**config.mk**
```make
export PLATFORM = sky130hd
export DESIGN_NAME = period_frame_packetizer_flat
export DESIGN_NICKNAME = d
export VERILOG_FILES = /design/src/rtl/period_frame_packetizer_if.sv /design/src/rtl/period_frame_packetizer.sv /design/src/flat_wrapper.sv
export SDC_FILE = /design/constraint.sdc
export NUM_CORES = 1
export LEC_CHECK = 0
export ABC_AREA = 1
export CAP_MARGIN = 10
export CORE_MARGIN = 2
export CORE_UTILIZATION = 45
export CTS_CLUSTER_DIAMETER = 100
export DETAILED_ROUTE_END_ITERATION = 16
export GPL_TIMING_DRIVEN = 0
export PLACE_DENSITY_LB_ADDON = 0.05
export SYNTH_ARGS = -nofsm -noshare
export SYNTH_HDL_FRONTEND = slang
export SYNTH_SLANG_ARGS = --single-unit
```
**constraint.sdc**
```tcl
create_clock -name clk -period 3.7 [get_ports clk]
set_input_delay 0.74 -clock clk [delete_from_list [all_inputs] [get_ports clk]]
set_output_delay 0.74 -clock clk [all_outputs]
set_load 0.05 [all_outputs]
```
**src/rtl/period_frame_packetizer_if.sv**
```systemverilog
// rtl/period_frame_packetizer_if.sv - byte stream bus between the period packetizer and the output pins
interface period_frame_packetizer_if;
    logic [7:0] data_out;
    logic       data_valid;
    logic       data_ready;
    logic       frame_start;
    logic       frame_end;

    modport master (output data_out, data_valid, frame_start, frame_end, input data_ready);
    modport slave  (input data_out, data_valid, frame_start, frame_end, output data_ready);
endinterface

```
**src/rtl/period_frame_packetizer.sv**
```systemverilog
// rtl/period_frame_packetizer.sv - snapshots CHANNELS period values and streams them as one framed byte packet
// Optional trailing XOR checksum byte: define PERIOD_FRAME_CHECKSUM_EN
module period_frame_packetizer #(
    parameter int         CHANNELS     = 8,
    parameter int         COUNTER_BITS = 15,
    parameter logic [7:0] SYNC_BYTE    = 8'hA5
) (
    input  logic                             clk,
    input  logic                             rst_n,
    input  logic [CHANNELS*COUNTER_BITS-1:0] period_in,
    input  logic [CHANNELS-1:0]              channel_mask,
    input  logic                             start,
    output logic                             busy,
    output logic [7:0]                       drop_count,
    period_frame_packetizer_if.master        stream
);
    localparam int BYTES = (COUNTER_BITS + 7) / 8;
    localparam int PW    = BYTES * 8;
    localparam int CH_W  = (CHANNELS > 1) ? $clog2(CHANNELS) : 1;
    localparam int BI_W  = (BYTES > 1) ? $clog2(BYTES) : 1;

`ifdef PERIOD_FRAME_CHECKSUM_EN
    localparam bit CSUM_EN = 1'b1;
    typedef enum logic [2:0] {IDLE, SYNC, COUNT, CHID, DATA, CSUM} state_t;
`else
    localparam bit CSUM_EN = 1'b0;
    typedef enum logic [2:0] {IDLE, SYNC, COUNT, CHID, DATA} state_t;
`endif

    state_t              state;
    logic [PW-1:0]       period_q [CHANNELS];
    logic [CHANNELS-1:0] mask_q;
    logic [CH_W-1:0]     cur_ch;
    logic [CH_W-1:0]     first_ch;
    logic [CH_W-1:0]     next_ch;
    logic                has_next;
    logic [BI_W-1:0]     byte_idx;
    logic [7:0]          pop;
    logic                consume;

    assign consume = stream.data_valid && stream.data_ready;

    // Descending scan so the lowest qualifying index is the one left standing
    always_comb begin
        pop      = '0;
        has_next = 1'b0;
        next_ch  = '0;
        first_ch = '0;
        for (int i = CHANNELS - 1; i >= 0; i--) begin
            pop = pop + 8'(mask_q[i]);
            if (mask_q[i]) first_ch = CH_W'(i);
            if (mask_q[i] && (CH_W'(i) > cur_ch)) begin
                has_next = 1'b1;
                next_ch  = CH_W'(i);
            end
        end
    end

    function automatic logic [7:0] byte_of(input logic [CH_W-1:0] ch, input logic [BI_W-1:0] idx);
        return 8'(period_q[ch] >> (8 * idx));
    endfunction

`ifdef PERIOD_FRAME_CHECKSUM_EN
    // Accumulates every consumed byte after SYNC; the CSUM byte folds in the byte being consumed
    logic [7:0] csum;
    always_ff @(posedge clk or negedge rst_n) begin
        if (!rst_n)                        csum <= '0;
        else if (state == IDLE)            csum <= '0;
        else if (consume && state != SYNC) csum <= csum ^ stream.data_out;
    end
`endif

    always_ff @(posedge clk or negedge rst_n) begin
        if (!rst_n) begin
            state              <= IDLE;
            stream.data_out    <= '0;
            stream.data_valid  <= 1'b0;
            stream.frame_start <= 1'b0;
            stream.frame_end   <= 1'b0;
            busy               <= 1'b0;
            drop_count         <= '0;
            mask_q             <= '0;
            cur_ch             <= '0;
            byte_idx           <= '0;
            for (int i = 0; i < CHANNELS; i++) period_q[i] <= '0;
        end else begin
            if (start && busy && drop_count != 8'hFF) drop_count <= drop_count + 8'd1;
            if (state == IDLE) begin
                if (start) begin
                    for (int i = 0; i < CHANNELS; i++)
                        period_q[i] <= PW'(period_in[i*COUNTER_BITS +: COUNTER_BITS]);
                    mask_q             <= channel_mask;
                    stream.data_out    <= SYNC_BYTE;
                    stream.data_valid  <= 1'b1;
                    stream.frame_start <= 1'b1;
                    stream.frame_end   <= 1'b0;
                    busy               <= 1'b1;
                    state              <= SYNC;
                end
            end else if (consume && stream.frame_end) begin
                state             <= IDLE;
                stream.data_out   <= '0;
                stream.data_valid <= 1'b0;
                stream.frame_end  <= 1'b0;
                busy              <= 1'b0;
            end else if (consume) begin
                stream.frame_start <= 1'b0;
                case (state)
                    SYNC: begin
                        stream.data_out  <= pop;
                        stream.frame_end <= !CSUM_EN && (pop == 8'd0);
                        state            <= COUNT;
                    end
                    COUNT: begin
                        if (pop != 8'd0) begin
                            stream.data_out <= 8'(first_ch);
                            cur_ch          <= first_ch;
                            state           <= CHID;
                        end
`ifdef PERIOD_FRAME_CHECKSUM_EN
                        else begin
                            stream.data_out  <= csum ^ stream.data_out;
                            stream.frame_end <= 1'b1;
                            state            <= CSUM;
                        end
`endif
                    end
                    CHID: begin
                        byte_idx         <= BI_W'(BYTES - 1);
                        stream.data_out  <= byte_of(cur_ch, BI_W'(BYTES - 1));
                        stream.frame_end <= !CSUM_EN && (BYTES == 1) && !has_next;
                        state            <= DATA;
                    end
                    DATA: begin
                        if (byte_idx != '0) begin
                            byte_idx         <= byte_idx - 1'b1;
                            stream.data_out  <= byte_of(cur_ch, byte_idx - 1'b1);
                            stream.frame_end <= !CSUM_EN && (byte_idx == BI_W'(1)) && !has_next;
                        end else if (has_next) begin
                            stream.data_out <= 8'(next_ch);
                            cur_ch          <= next_ch;
                            state           <= CHID;
                        end
`ifdef PERIOD_FRAME_CHECKSUM_EN
                        else begin
                            stream.data_out  <= csum ^ stream.data_out;
                            stream.frame_end <= 1'b1;
                            state            <= CSUM;
                        end
`endif
                    end
                    default: state <= IDLE;
                endcase
            end
        end
    end
endmodule

```
**src/flat_wrapper.sv**
```systemverilog
// flat-port wrapper written by rule: the top's interface ports become plain ports
module period_frame_packetizer_flat 
#(
    parameter int         CHANNELS     = 8,
    parameter int         COUNTER_BITS = 15,
    parameter logic [7:0] SYNC_BYTE    = 8'hA5
)
  (clk, rst_n, period_in, channel_mask, start, busy, drop_count, stream_data_out, stream_data_valid, stream_frame_start, stream_frame_end, stream_data_ready);
  period_frame_packetizer_if stream_i ();
  input  logic clk;
  input  logic rst_n;
  input  logic [CHANNELS*COUNTER_BITS-1:0] period_in;
  input  logic [CHANNELS-1:0] channel_mask;
  input  logic start;
  output logic busy;
  output logic [7:0] drop_count;
  output wire logic [$bits(stream_i.data_out)-1:0] stream_data_out;
  output wire logic [$bits(stream_i.data_valid)-1:0] stream_data_valid;
  output wire logic [$bits(stream_i.frame_start)-1:0] stream_frame_start;
  output wire logic [$bits(stream_i.frame_end)-1:0] stream_frame_end;
  input wire logic [$bits(stream_i.data_ready)-1:0] stream_data_ready;
  assign stream_data_out = stream_i.data_out;
  assign stream_data_valid = stream_i.data_valid;
  assign stream_frame_start = stream_i.frame_start;
  assign stream_frame_end = stream_i.frame_end;
  assign stream_i.data_ready = stream_data_ready;
  period_frame_packetizer #(.CHANNELS(CHANNELS), .COUNTER_BITS(COUNTER_BITS), .SYNC_BYTE(SYNC_BYTE)) u_core (.clk(clk), .rst_n(rst_n), .period_in(period_in), .channel_mask(channel_mask), .start(start), .busy(busy), .drop_count(drop_count), .stream(stream_i));
endmodule
```
== Word-level counts from Yosys, hierarchy flattened ==
Index checks and enable logic that the tools add are counted.

* Reductions and logical operators: 32
* $add $sub $neg: 9
* Bitwise logic cells: 3
* $lt $le $gt $ge: 9
* Multipliers: 0
* Divide/modulo/power cells: 0
* Multiplexer cells: 61
* Eq/ne operators: 15
* Shift operators: 1

{| class="wikitable"
|+ Operator list
! kind !! count
|-
| $mux 3 || 26
|-
| $mux 8 || 7
|-
| $add 8x1->8 || 6
|-
| $bmux 16 s3 || 1
|-
| $mux 16 || 2
|-
| $pmux 8 s4 || 1
|-
| $mux 1 || 20
|-
| $shr 16x4->8 || 1
|-
| $logic_and 1x1->1 || 13
|-
| $gt 3x3->1 const A || 4
|-
| $ne 4x1->1 const B || 3
|-
| $pmux 3 s4 || 1
|-
| $reduce_and 5->1 || 2
|-
| $add 8x1->8 const B || 1
|-
| $logic_not 8->1 || 1
|-
| $ne 8x8->1 const B || 1
|-
| $reduce_and 4->1 || 2
|-
| $reduce_bool 2->1 || 4
|-
| $reduce_bool 8->1 || 1
|-
| $reduce_and 7->1 || 1
|-
| $eq 3x2->1 const B || 2
|-
| $gt 1x3->1 const A || 2
|-
| $gt 2x3->1 const A || 2
|-
| $ne 2x1->1 const B || 3
|-
| other kinds (20) || 23
|}

* Bits in writable memories: 0
* Word-level logic and storage cells: 147
* Memories: 0
* ROM bits: 0
* Register bits: 154
* Bits in latches: 0

== Depth between registers and ports, before layout ==
Gate-level depths: netlist of run 1.

* Depth after elaboration: 17
* Mapped depth: 18
* Depth with buffers taken out: 18

== Worst setup path after synthesis of run 1 ==
Ideal clock, no wire load.

* Path type: register -> register
* From: register u_core.mask_q[7]
* To: register u_core.stream.data_out[7]
* Clock period less this slack: 3.528 ns
* Library setup time: 0.126 ns
* Data required time: 3.574 ns
* Arrival time: 3.402 ns
* Buffers on the path: 0
* Setup slack: 0.172 ns
* Stages on the path, launching flop included: 19
* Cells stage by stage: dfrtp_1 > inv_1 > ha_1 > inv_1 > fa_1 > fa_1 > fa_1 > inv_1 > fa_1 > inv_1 > nand2_1 > nor3_1 > nand2_1 > nor2_1 > nor2_2 > nand2_4 > inv_2 > nor2_1 > a21oi_1

* Cells in the longest elaborated chain, start to end: 11
* Elaborated cells on any way between the ends: 24
* Those cells by class: add/sub (7); eq/ne (2); mux (12); reduce/logical (3)

{| class="wikitable"
|+ Ends and longest elaborated chain
! item !! RTL line !! text
|-
| start: declaration || period_frame_packetizer.sv:32 || <nowiki>logic [CHANNELS-1:0] mask_q;</nowiki>
|-
| start signal: assignment || period_frame_packetizer.sv:92 || <nowiki>mask_q <= channel_mask;</nowiki>
|-
| $add 1x1->2 / $logic_and 1x1->1 (equally long branches) || period_frame_packetizer.sv:50, period_frame_packetizer.sv:52 ||
|-
| $add 8x1->8 / $mux 1 (equally long branches) (6 in a row) || period_frame_packetizer.sv:50, period_frame_packetizer.sv:52 ||
|-
| $pmux 8 s4 / $mux 1 (equally long branches) || period_frame_packetizer.sv:108, period_frame_packetizer.sv:52 ||
|-
| $mux 8 / $mux 1 (equally long branches) || period_frame_packetizer.sv:106, period_frame_packetizer.sv:52 ||
|-
| $mux 8 / $ne 5x1->1 (equally long branches) || - ||
|-
| $mux 8 / $reduce_and 5->1 (equally long branches) || - ||
|-
| end signal: assignment || period_frame_packetizer.sv:110 || <nowiki>stream.data_out <= pop;</nowiki>
|-
| end signal: assignment || period_frame_packetizer.sv:116 || <nowiki>stream.data_out <= 8'(first_ch);</nowiki>
|-
| end signal: assignment || period_frame_packetizer.sv:130 || <nowiki>stream.data_out <= byte_of(cur_ch, BI_W'(BYTES - 1));</nowiki>
|-
| end: declaration || period_frame_packetizer_if.sv:9 || <nowiki>modport master (output data_out, data_valid, frame_start, frame_end, input data_ready);</nowiki>
|}

Several ways; a longest one is shown, not always the timed one. The select of a mux whose other input is x is not followed.
A chain may end at the register's enable or synchronous reset.

== Worst setup path in the final report of run 1 ==
* From: register u_core.mask_q[6]
* To: register u_core.stream.data_out[5]

* Cells in the longest elaborated chain, start to end: 11
* Elaborated cells on any way between the ends: 23
* Those cells by class: add/sub (7); eq/ne (2); mux (11); reduce/logical (3)

{| class="wikitable"
|+ Ends and longest elaborated chain
! item !! RTL line !! text
|-
| $add 1x1->2 || period_frame_packetizer.sv:50 || <nowiki>pop = pop + 8'(mask_q[i]);</nowiki>
|-
| $add 8x1->8 (6 in a row) || period_frame_packetizer.sv:50 ||
|-
| $pmux 8 s4 || period_frame_packetizer.sv:108 || <nowiki>case (state)</nowiki>
|-
| $mux 8 || period_frame_packetizer.sv:106 || <nowiki>end else if (consume) begin</nowiki>
|-
| $mux 8 || period_frame_packetizer.sv:100 || <nowiki>end else if (consume && stream.frame_end) begin</nowiki>
|-
| $mux 8 || period_frame_packetizer.sv:88 || <nowiki>if (state == IDLE) begin</nowiki>
|}

Several ways; a longest one is shown, not always the timed one. The select of a mux whose other input is x is not followed.

==> qor.json, run 1 <==
{
  "outcome": "complete, but fails checks",
  "violations": "negative setup slack",
  "detailroute.via_count": 7153,
  "grt_first_pass_wirelength_um": 38410,
  "final_setup_fails": 1,
  "postRouteWirelength_um": 24280,
  "grt_start_max_net_pins": 88,
  "crit_path_cell_trace": "inv_2 -> ha_4 -> inv_2 -> fa_1 -> fa_1 -> fa_2 -> inv_2 -> fa_1 -> inv_2 -> nand2_2 -> nor3_4 -> nand2_1 -> nor2_2 -> nor2_2 -> nand2_4 -> inv_6 -> nor2_2 -> a21oi_2",
  "detailedRoute.firstIterationViolations": 634,
  "cts.sink_count": 154,
  "syn-mean-instance-area_um2": 7.812,
  "maxSlewViolCount": 0,
  "grtUsageTotal": 0.2846,
  "clk_transition_reported_paths_ns": 0.06,
  "async_reset_ff_frac": 1.000,
  "synthesis.area_um2": 7577,
  "share_comb_of_total_power": 0.499,
  "critical-path-top-cell-by-count": "sky130_fd_sc_hd__inv_2",
  "fp.dieH_um": 133.8,
  "crit_buf_inv": 5,
  "period_needed_ns": 3.701,
  "number_of_vias_per_cell_after_detailed_routing": 5.180,
  "yosys-mux-area-fraction": 0.001486,
  "number_of_global_route_vias_before_repair": 7136,
  "post_synth_fa_ha_maj_area_fraction": 0.02048,
  "unique_cell_type_count_in_the_yosys_netlist": 38,
  "timing_worst_setup_path_type": "flop to flop",
  "post-route-util": 0.6125,
  "post_synth_inst_count": 970,
  "synthSimpleGateAreaFrac": 0.2654,
  "max_freq_mhz": 270.2,
  "grt_setup_unrepaired": "true",
  "grt_antenna_before_repair": 0,
  "drt.antenna.violating_nets": 0,
  "postSynth.topFlopCell": "sky130_fd_sc_hd__dfrtp_1",
  "timing.slew.headroom": 0.5206,
  "remaining_design_rule_violation_count": 0,
  "power_frac_clock": 0.183,
  "tritoncts.num_buffers": 17,
  "cts_hold_buffers": 0,
  "ctsLongestPathBuffers": 2,
  "synth_compound_gate_area_share": 0.1270,
  "critical-path-top-delay-family": "adder cells",
  "cp_slowest_stage_delay_ns": 0.52,
  "post-route-worst-setup-slack_ns": -0.0008287,
  "chipWidth_um": 133.8,
  "cp_data_arrival_time_ns": 4.01,
  "placement_rows": 47,
  "floorplan.initialDensity": 0.4585,
  "clk-insertion-delay-late_ns": 0.42,
  "finalClockSkew_ns": 0.004844,
  "ioPinCount": 152,
  "critical_path_required_ns": 4.01,
  "nNetsFinal": 1290,
  "hold_path.class": "primary input to asynchronous set/reset pin",
  "io_buffer_count": 151,
  "final.period_utilization": 1.000,
  "hpwl_um": 17990,
  "number_of_enable_type_register_cells_in_the_synthesized_netlist": 0,
  "most-common-layout-cells": "sky130_fd_sc_hd__nand2_1, sky130_fd_sc_hd__dfrtp_1, sky130_fd_sc_hd__clkdlybuf4s50_1, sky130_fd_sc_hd__o21ai_0, sky130_fd_sc_hd__inv_1",
  "detailedRoute.firstPassIterationCount": 8,
  "worst_path_cell_with_the_longest_stage_delay": "sky130_fd_sc_hd__fa_1",
  "total_power_uw": 9532,
  "vdd.ir_drop.worst_mv": 0.4589,
  "flow.area_growth_from_synthesis_pct": 33.57,
  "pre_cts_ws_ns": -0.1143,
  "endpoint_kind": "flop",
  "dieArea_um2": 17890,
  "final_cell_area_um2": 10120,
  "critPathLaunchType": "flop",
  "power-per-cell-area_nw_per_um2": 941.8,
  "place.gp.congestion": 0.9359,
  "ys_ff_latch": 154,
  "root_buffer": "sky130_fd_sc_hd__clkbuf_16",
  "critical_path_peak_fanout": 6,
  "syn_nets": 1112,
  "leakage_uw": 0.004872,
  "internal_power_uw": 5193,
  "cap_viol_max_count": 0,
  "wl_per_cell_um": 17.58,
  "core_um2": 16520,
  "dominant_combinational_cell_family_by_area_after_synthesis": "simple AND/OR/NAND/NOR gates",
  "placement.cell_area_um2": 9393,
  "synth_warnings": 0,
  "cts_tree": "done",
  "num_antenna_cells": 0,
  "synth_xor_xnor_area_share": 0.009247,
  "seq_power_share": 0.318,
  "drive_above_1_share": 0.09302,
  "worst_pin_slew_ns": 0.7191,
  "final-hold-violation-count": 0,
  "netSwitchingPower_uw": 4339,
  "layout_commonest_cell": "sky130_fd_sc_hd__nand2_1",
  "synth_seq_area_share": 0.5086,
  "cts-htree-levels": 4,
  "switching_share": 0.4552,
  "gr-total-overflow": 0
}
## flip-flops by register name, indices dropped and copies added (netlist names)
| name | flops |
|---|---|
| u_core.stream.data_out | 8 |
| u_core.mask_q | 8 |
| u_core.busy | 1 |
| u_core.state | 3 |
| u_core.byte_idx | 1 |
| u_core.period_q | 120 |
| u_core.cur_ch | 3 |
| u_core.stream.frame_end | 1 |
| u_core.drop_count | 8 |
| u_core.stream.frame_start | 1 |
## path summary, 6_finish.rpt
kind	start	endpoint	slack, ns	cells past startpoint
max in group asynchronous	rst_n	u_core.mask_q[0]	2.53	2
min	rst_n	u_core.period_q[41]	0.31	1
max reg2reg	u_core.mask_q[6]	u_core.stream.data_out[5]	-0.0008	18
max	u_core.mask_q[6]	u_core.stream.data_out[5]	-0.0008	18
min reg2reg	u_core.period_q[87]	u_core.period_q[87]	0.48	2
min in group clk	u_core.period_q[87]	u_core.period_q[87]	0.48	2
## power groups by stage
stage	logic (uW)	clock network (uW)	registers, uW
finish	4750	1750	3030
global route	5270	1840	3110
floorplan	2640	0	3160
CTS	4380	1750	3000
detailed placement	4310	0	3030
global placement	4240	0	3010
## layout make-up
cell class / instances / area [um^2]
timing repair buffer: 159 / 1597
buffer: 46 / 210.2
tap: 220 / 275.3
clock buffer: 18 / 439.2
clock inverter: 14 / 148.9
multi-input combinational: 689 / 3288
sequential: 154 / 3854
fill: 1594 / 6404
inverter: 81 / 309.0
## logic make-up after synthesis
| kind of cell | count (synthesis) |
|---|---|
| adder cells (fa/ha/maj) | 10 |
| buffers and inverters | 127 |
| XOR/XNOR | 8 |
| multiplexers | 1 |
| AND/OR/NAND/NOR | 499 |
| flip-flops | 154 |
| AO/OA/AOI/OAI | 171 |
## worst register-to-register path, stage by stage, from the launching register on
cell and delay, ns:
sky130_fd_sc_hd__dfrtp_1 0.39, sky130_fd_sc_hd__inv_2 0.08, sky130_fd_sc_hd__ha_4 0.27, sky130_fd_sc_hd__inv_2 0.03, sky130_fd_sc_hd__fa_1 0.52, sky130_fd_sc_hd__fa_1 0.45
sky130_fd_sc_hd__fa_2 0.40, sky130_fd_sc_hd__inv_2 0.07, sky130_fd_sc_hd__fa_1 0.42, sky130_fd_sc_hd__inv_2 0.07, sky130_fd_sc_hd__nand2_2 0.06, sky130_fd_sc_hd__nor3_4 0.19
sky130_fd_sc_hd__nand2_1 0.08, sky130_fd_sc_hd__nor2_2 0.15, sky130_fd_sc_hd__nor2_2 0.07, sky130_fd_sc_hd__nand2_4 0.13, sky130_fd_sc_hd__inv_6 0.06, sky130_fd_sc_hd__nor2_2 0.10
sky130_fd_sc_hd__a21oi_2 0.04
## metrics by stage
step                      cells  hold WS, ns    TNS [ns]
after global routing       1381       0.3475      -1.471
after detailed placement   1342       0.4607     -0.6278
final                      1381       0.3091  -0.0008287
after global placement     1341       0.4569     -685.27
after floorplan             970       0.4401           0
after CTS                  1375       0.3355           0
## metal layers
| metal | wire [um] | global-route usage | up-vias |
|---|---|---|---|
| met5 | 0 | 0 | - |
| met4 | 553 | 0.08688 | 0 |
| met2 | 10930 | 0.4362 | 319 |
| met1 | 10990 | 0.4120 | 3339 |
| li1 | - | - | 3461 |
| met3 | 1805 | 0.05365 | 34 |
## repair_timing
item                                    in CTS  in global routing
buffers inserted                             1                  6
endpoints found under the setup margin       9                 13
gates resized for setup                      2                 28
pin swaps                                    1                 12
cloned                                       0                  0
## cell usage after synthesis, types with 5 or more instances
master	count	area share
sky130_fd_sc_hd__ha_1	6	0.0099
sky130_fd_sc_hd__nand3_1	30	0.020
sky130_fd_sc_hd__dfrtp_1	154	0.51
sky130_fd_sc_hd__buf_2	24	0.016
sky130_fd_sc_hd__nand2_1	408	0.20
sky130_fd_sc_hd__a21oi_1	31	0.020
sky130_fd_sc_hd__o21ai_0	100	0.066
sky130_fd_sc_hd__inv_1	77	0.038
sky130_fd_sc_hd__nand4_1	5	0.0041
sky130_fd_sc_hd__nor2_1	36	0.018
sky130_fd_sc_hd__clkbuf_1	19	0.0094
sky130_fd_sc_hd__xor2_1	6	0.0069
sky130_fd_sc_hd__o211ai_1	22	0.022
sky130_fd_sc_hd__nor2_2	6	0.0050
Note: power is estimated with default switching activity, not from simulation.
==> run 2: changes to the inputs <==
--- a/config.mk
+++ b/config.mk
@@ -6,9 +6,9 @@
 export NUM_CORES = 1
 export LEC_CHECK = 0
 export ABC_AREA = 1
-export CAP_MARGIN = 10
+export CAP_MARGIN = 0
 export CORE_MARGIN = 2
-export CORE_UTILIZATION = 45
+export CORE_UTILIZATION = 35
 export CTS_CLUSTER_DIAMETER = 100
 export DETAILED_ROUTE_END_ITERATION = 16
 export GPL_TIMING_DRIVEN = 0
==> qor.json, run 2 (synthesized netlist as in run 1, its figures left out) <==
{
  "timing.slew.headroom": 0.4997,
  "worst_pin_slew_ns": 0.7505,
  "most-common-layout-cells": "sky130_fd_sc_hd__nand2_1, sky130_fd_sc_hd__dfrtp_1, sky130_fd_sc_hd__clkdlybuf4s50_1, sky130_fd_sc_hd__o21ai_0, sky130_fd_sc_hd__inv_1",
  "netSwitchingPower_uw": 4275,
  "critical_path.startpoint": "u_core.mask_q[6]",
  "cts.sink_count": 154,
  "multi_input_gate_area_um2": 3243,
  "place.gp.congestion": 0.8854,
  "cts_tree": "done",
  "postRouteWirelength_um": 25980,
  "chipWidth_um": 151.1,
  "ctsLongestPathBuffers": 2,
  "grt_first_pass_wirelength_um": 39360,
  "grtUsageTotal": 0.2351,
  "layout_commonest_cell": "sky130_fd_sc_hd__nand2_1",
  "final.period_utilization": 0.9743,
  "vdd.ir_drop.worst_mv": 0.3668,
  "switching_share": 0.4577,
  "timing_worst_setup_path_type": "flop to flop",
  "dieArea_um2": 22840,
  "critical_path_peak_fanout": 6,
  "cap_viol_max_count": 0,
  "fp.dieH_um": 151.1,
  "seq_power_share": 0.320,
  "period_needed_ns": 3.605,
  "grt_setup_unrepaired": "true",
  "final-hold-violation-count": 0,
  "internal_power_uw": 5064,
  "floorplan.initialDensity": 0.3582,
  "nNetsFinal": 1290,
  "finalClockSkew_ns": 0.009015,
  "power_frac_clock": 0.185,
  "max_freq_mhz": 277.4,
  "flow.area_growth_from_synthesis_pct": 33.62,
  "grt_antenna_before_repair": 0,
  "remaining_design_rule_violation_count": 0,
  "register_with_the_most_flip_flops": "u_core.period_q",
  "hold_path.class": "primary input to asynchronous set/reset pin",
  "cp_data_arrival_time_ns": 3.91,
  "share_comb_of_total_power": 0.495,
  "hpwl_um": 19310,
  "wl_per_cell_um": 18.09,
  "num_antenna_cells": 0,
  "root_buffer": "sky130_fd_sc_hd__clkbuf_16",
  "number_of_vias_per_cell_after_detailed_routing": 4.907,
  "io_buffer_count": 151,
  "final_setup_fails": 0,
  "detailedRoute.firstPassIterationCount": 5,
  "critical_path_required_ns": 4.01,
  "detailedRoute.firstIterationViolations": 415,
  "tritoncts.num_buffers": 17,
  "critPathLaunchType": "flop",
  "number_of_global_route_vias_before_repair": 6867,
  "ioPinCount": 152,
  "outcome": "complete, no violations",
  "gr-total-overflow": 0,
  "core_um2": 21150,
  "clk_transition_reported_paths_ns": 0.06,
  "clk-insertion-delay-late_ns": 0.43,
  "placement_rows": 53,
  "endpoint_kind": "flop",
  "num-fill-cells": 2147,
  "post-route-util": 0.4786,
  "seq_area_um2": 3854,
  "detailroute.via_count": 7046,
  "grt_start_max_net_pins": 81,
  "drt.antenna.violating_nets": 0,
  "maxSlewViolCount": 0,
  "largest_register_ffs": 120,
  "power-per-cell-area_nw_per_um2": 922.4,
  "regToRegStartpoint": "u_core.mask_q[6]",
  "cts-htree-levels": 4,
  "leakage_uw": 0.004856,
  "drive_above_1_share": 0.08355,
  "fin_setup_tns_ns": 0
}
-- run 2: changes by cell type in the layout (fill, tap and decap cells not counted), moves of 3 or more --
| cell | delta |
|---|---|
| sky130_fd_sc_hd__nand2_1 | +3 |
| sky130_fd_sc_hd__o21ai_1 | -3 |
| sky130_fd_sc_hd__clkinv_4 | -3 |
| sky130_fd_sc_hd__nor2_1 | +3 |
| sky130_fd_sc_hd__nand2_2 | -3 |
| sky130_fd_sc_hd__o21ai_0 | +3 |
-- run 2: final timing paths --
check / end / slack (ns) / cells past startpoint
min in group clk: u_core.period_q[120] / 0.48 / 2
min: u_core.period_q[41] / 0.28 / 1
min reg2reg: u_core.period_q[120] / 0.48 / 2
max reg2reg: u_core.stream.data_out[7] / 0.1 / 18
max in group asynchronous: u_core.state[1] / 2.58 / 2
max: u_core.stream.data_out[7] / 0.1 / 18
-- run 2: what timing repair did --
item,4_1_cts,5_1_grt
hold buffers,0,0
gates resized for setup,2,11
pin swaps,1,6
setup buffers,2,5
setup endpoints to repair,13,13
-- run 2: worst max-delay path, cell delays in order, from the launching register on --
cell and delay (ns):
sky130_fd_sc_hd__dfrtp_1 0.37, sky130_fd_sc_hd__inv_2 0.07, sky130_fd_sc_hd__ha_4 0.26, sky130_fd_sc_hd__inv_2 0.03, sky130_fd_sc_hd__fa_1 0.52, sky130_fd_sc_hd__fa_1 0.45, sky130_fd_sc_hd__fa_2 0.35, sky130_fd_sc_hd__inv_2 0.07
sky130_fd_sc_hd__fa_1 0.40, sky130_fd_sc_hd__inv_1 0.08, sky130_fd_sc_hd__nand2_1 0.06, sky130_fd_sc_hd__nor3_2 0.20, sky130_fd_sc_hd__nand2_1 0.08, sky130_fd_sc_hd__nor2_2 0.16, sky130_fd_sc_hd__nor2_2 0.07, sky130_fd_sc_hd__nand2_4 0.13
sky130_fd_sc_hd__inv_4 0.06, sky130_fd_sc_hd__nor2_1 0.09, sky130_fd_sc_hd__a21oi_1 0.04
-- run 2: cell type report --
type	instances	area share
Clock buffer	20	0.04511
Buffer	46	0.02076
Tap cell	275	0.03398
Clock inverter	12	0.01125
Sequential cell	154	0.3806
Inverter	81	0.03028
Multi-Input combinational cell	689	0.3203
Timing Repair Buffer	159	0.1577
-- run 2: per-layer routing --
| metal | vias up | wire (um) | track usage | share of wire |
|---|---|---|---|---|
| li1 | 3449 | - | - | - |
| met5 | - | 0 | 0 | 0 |
| met1 | 3306 | 12190 | 0.3426 | 0.47 |
| met2 | 261 | 11450 | 0.3618 | 0.44 |
| met3 | 30 | 1934 | 0.04548 | 0.074 |
| met4 | 0 | 408 | 0.05701 | 0.016 |
-- run 2: power by group through the flow --
stage / Combinational (uW) / Sequential, uW / Clock, uW
after CTS: 4500 / 2980 / 1740
after detailed placement: 4390 / 3000 / 0
after floorplan: 2640 / 3160 / 0
after global routing: 5140 / 3070 / 1810
final: 4620 / 2990 / 1730
after global placement: 4340 / 3000 / 0
-- run 2: stage by stage --
step	cells	hold WS, ns	setup slack (ns)	power, uW	area (um^2)
after floorplan	970	0.4401	0.1720	5799	7577
after global placement	1396	0.4571	-4.787	7340	9433
after detailed placement	1397	0.4603	-0.1915	7397	9465
after CTS	1431	0.3224	0.01106	9230	10060
after global routing	1436	0.3359	-0.09339	10020	10120
final	1436	0.2828	0.09523	9339	10120
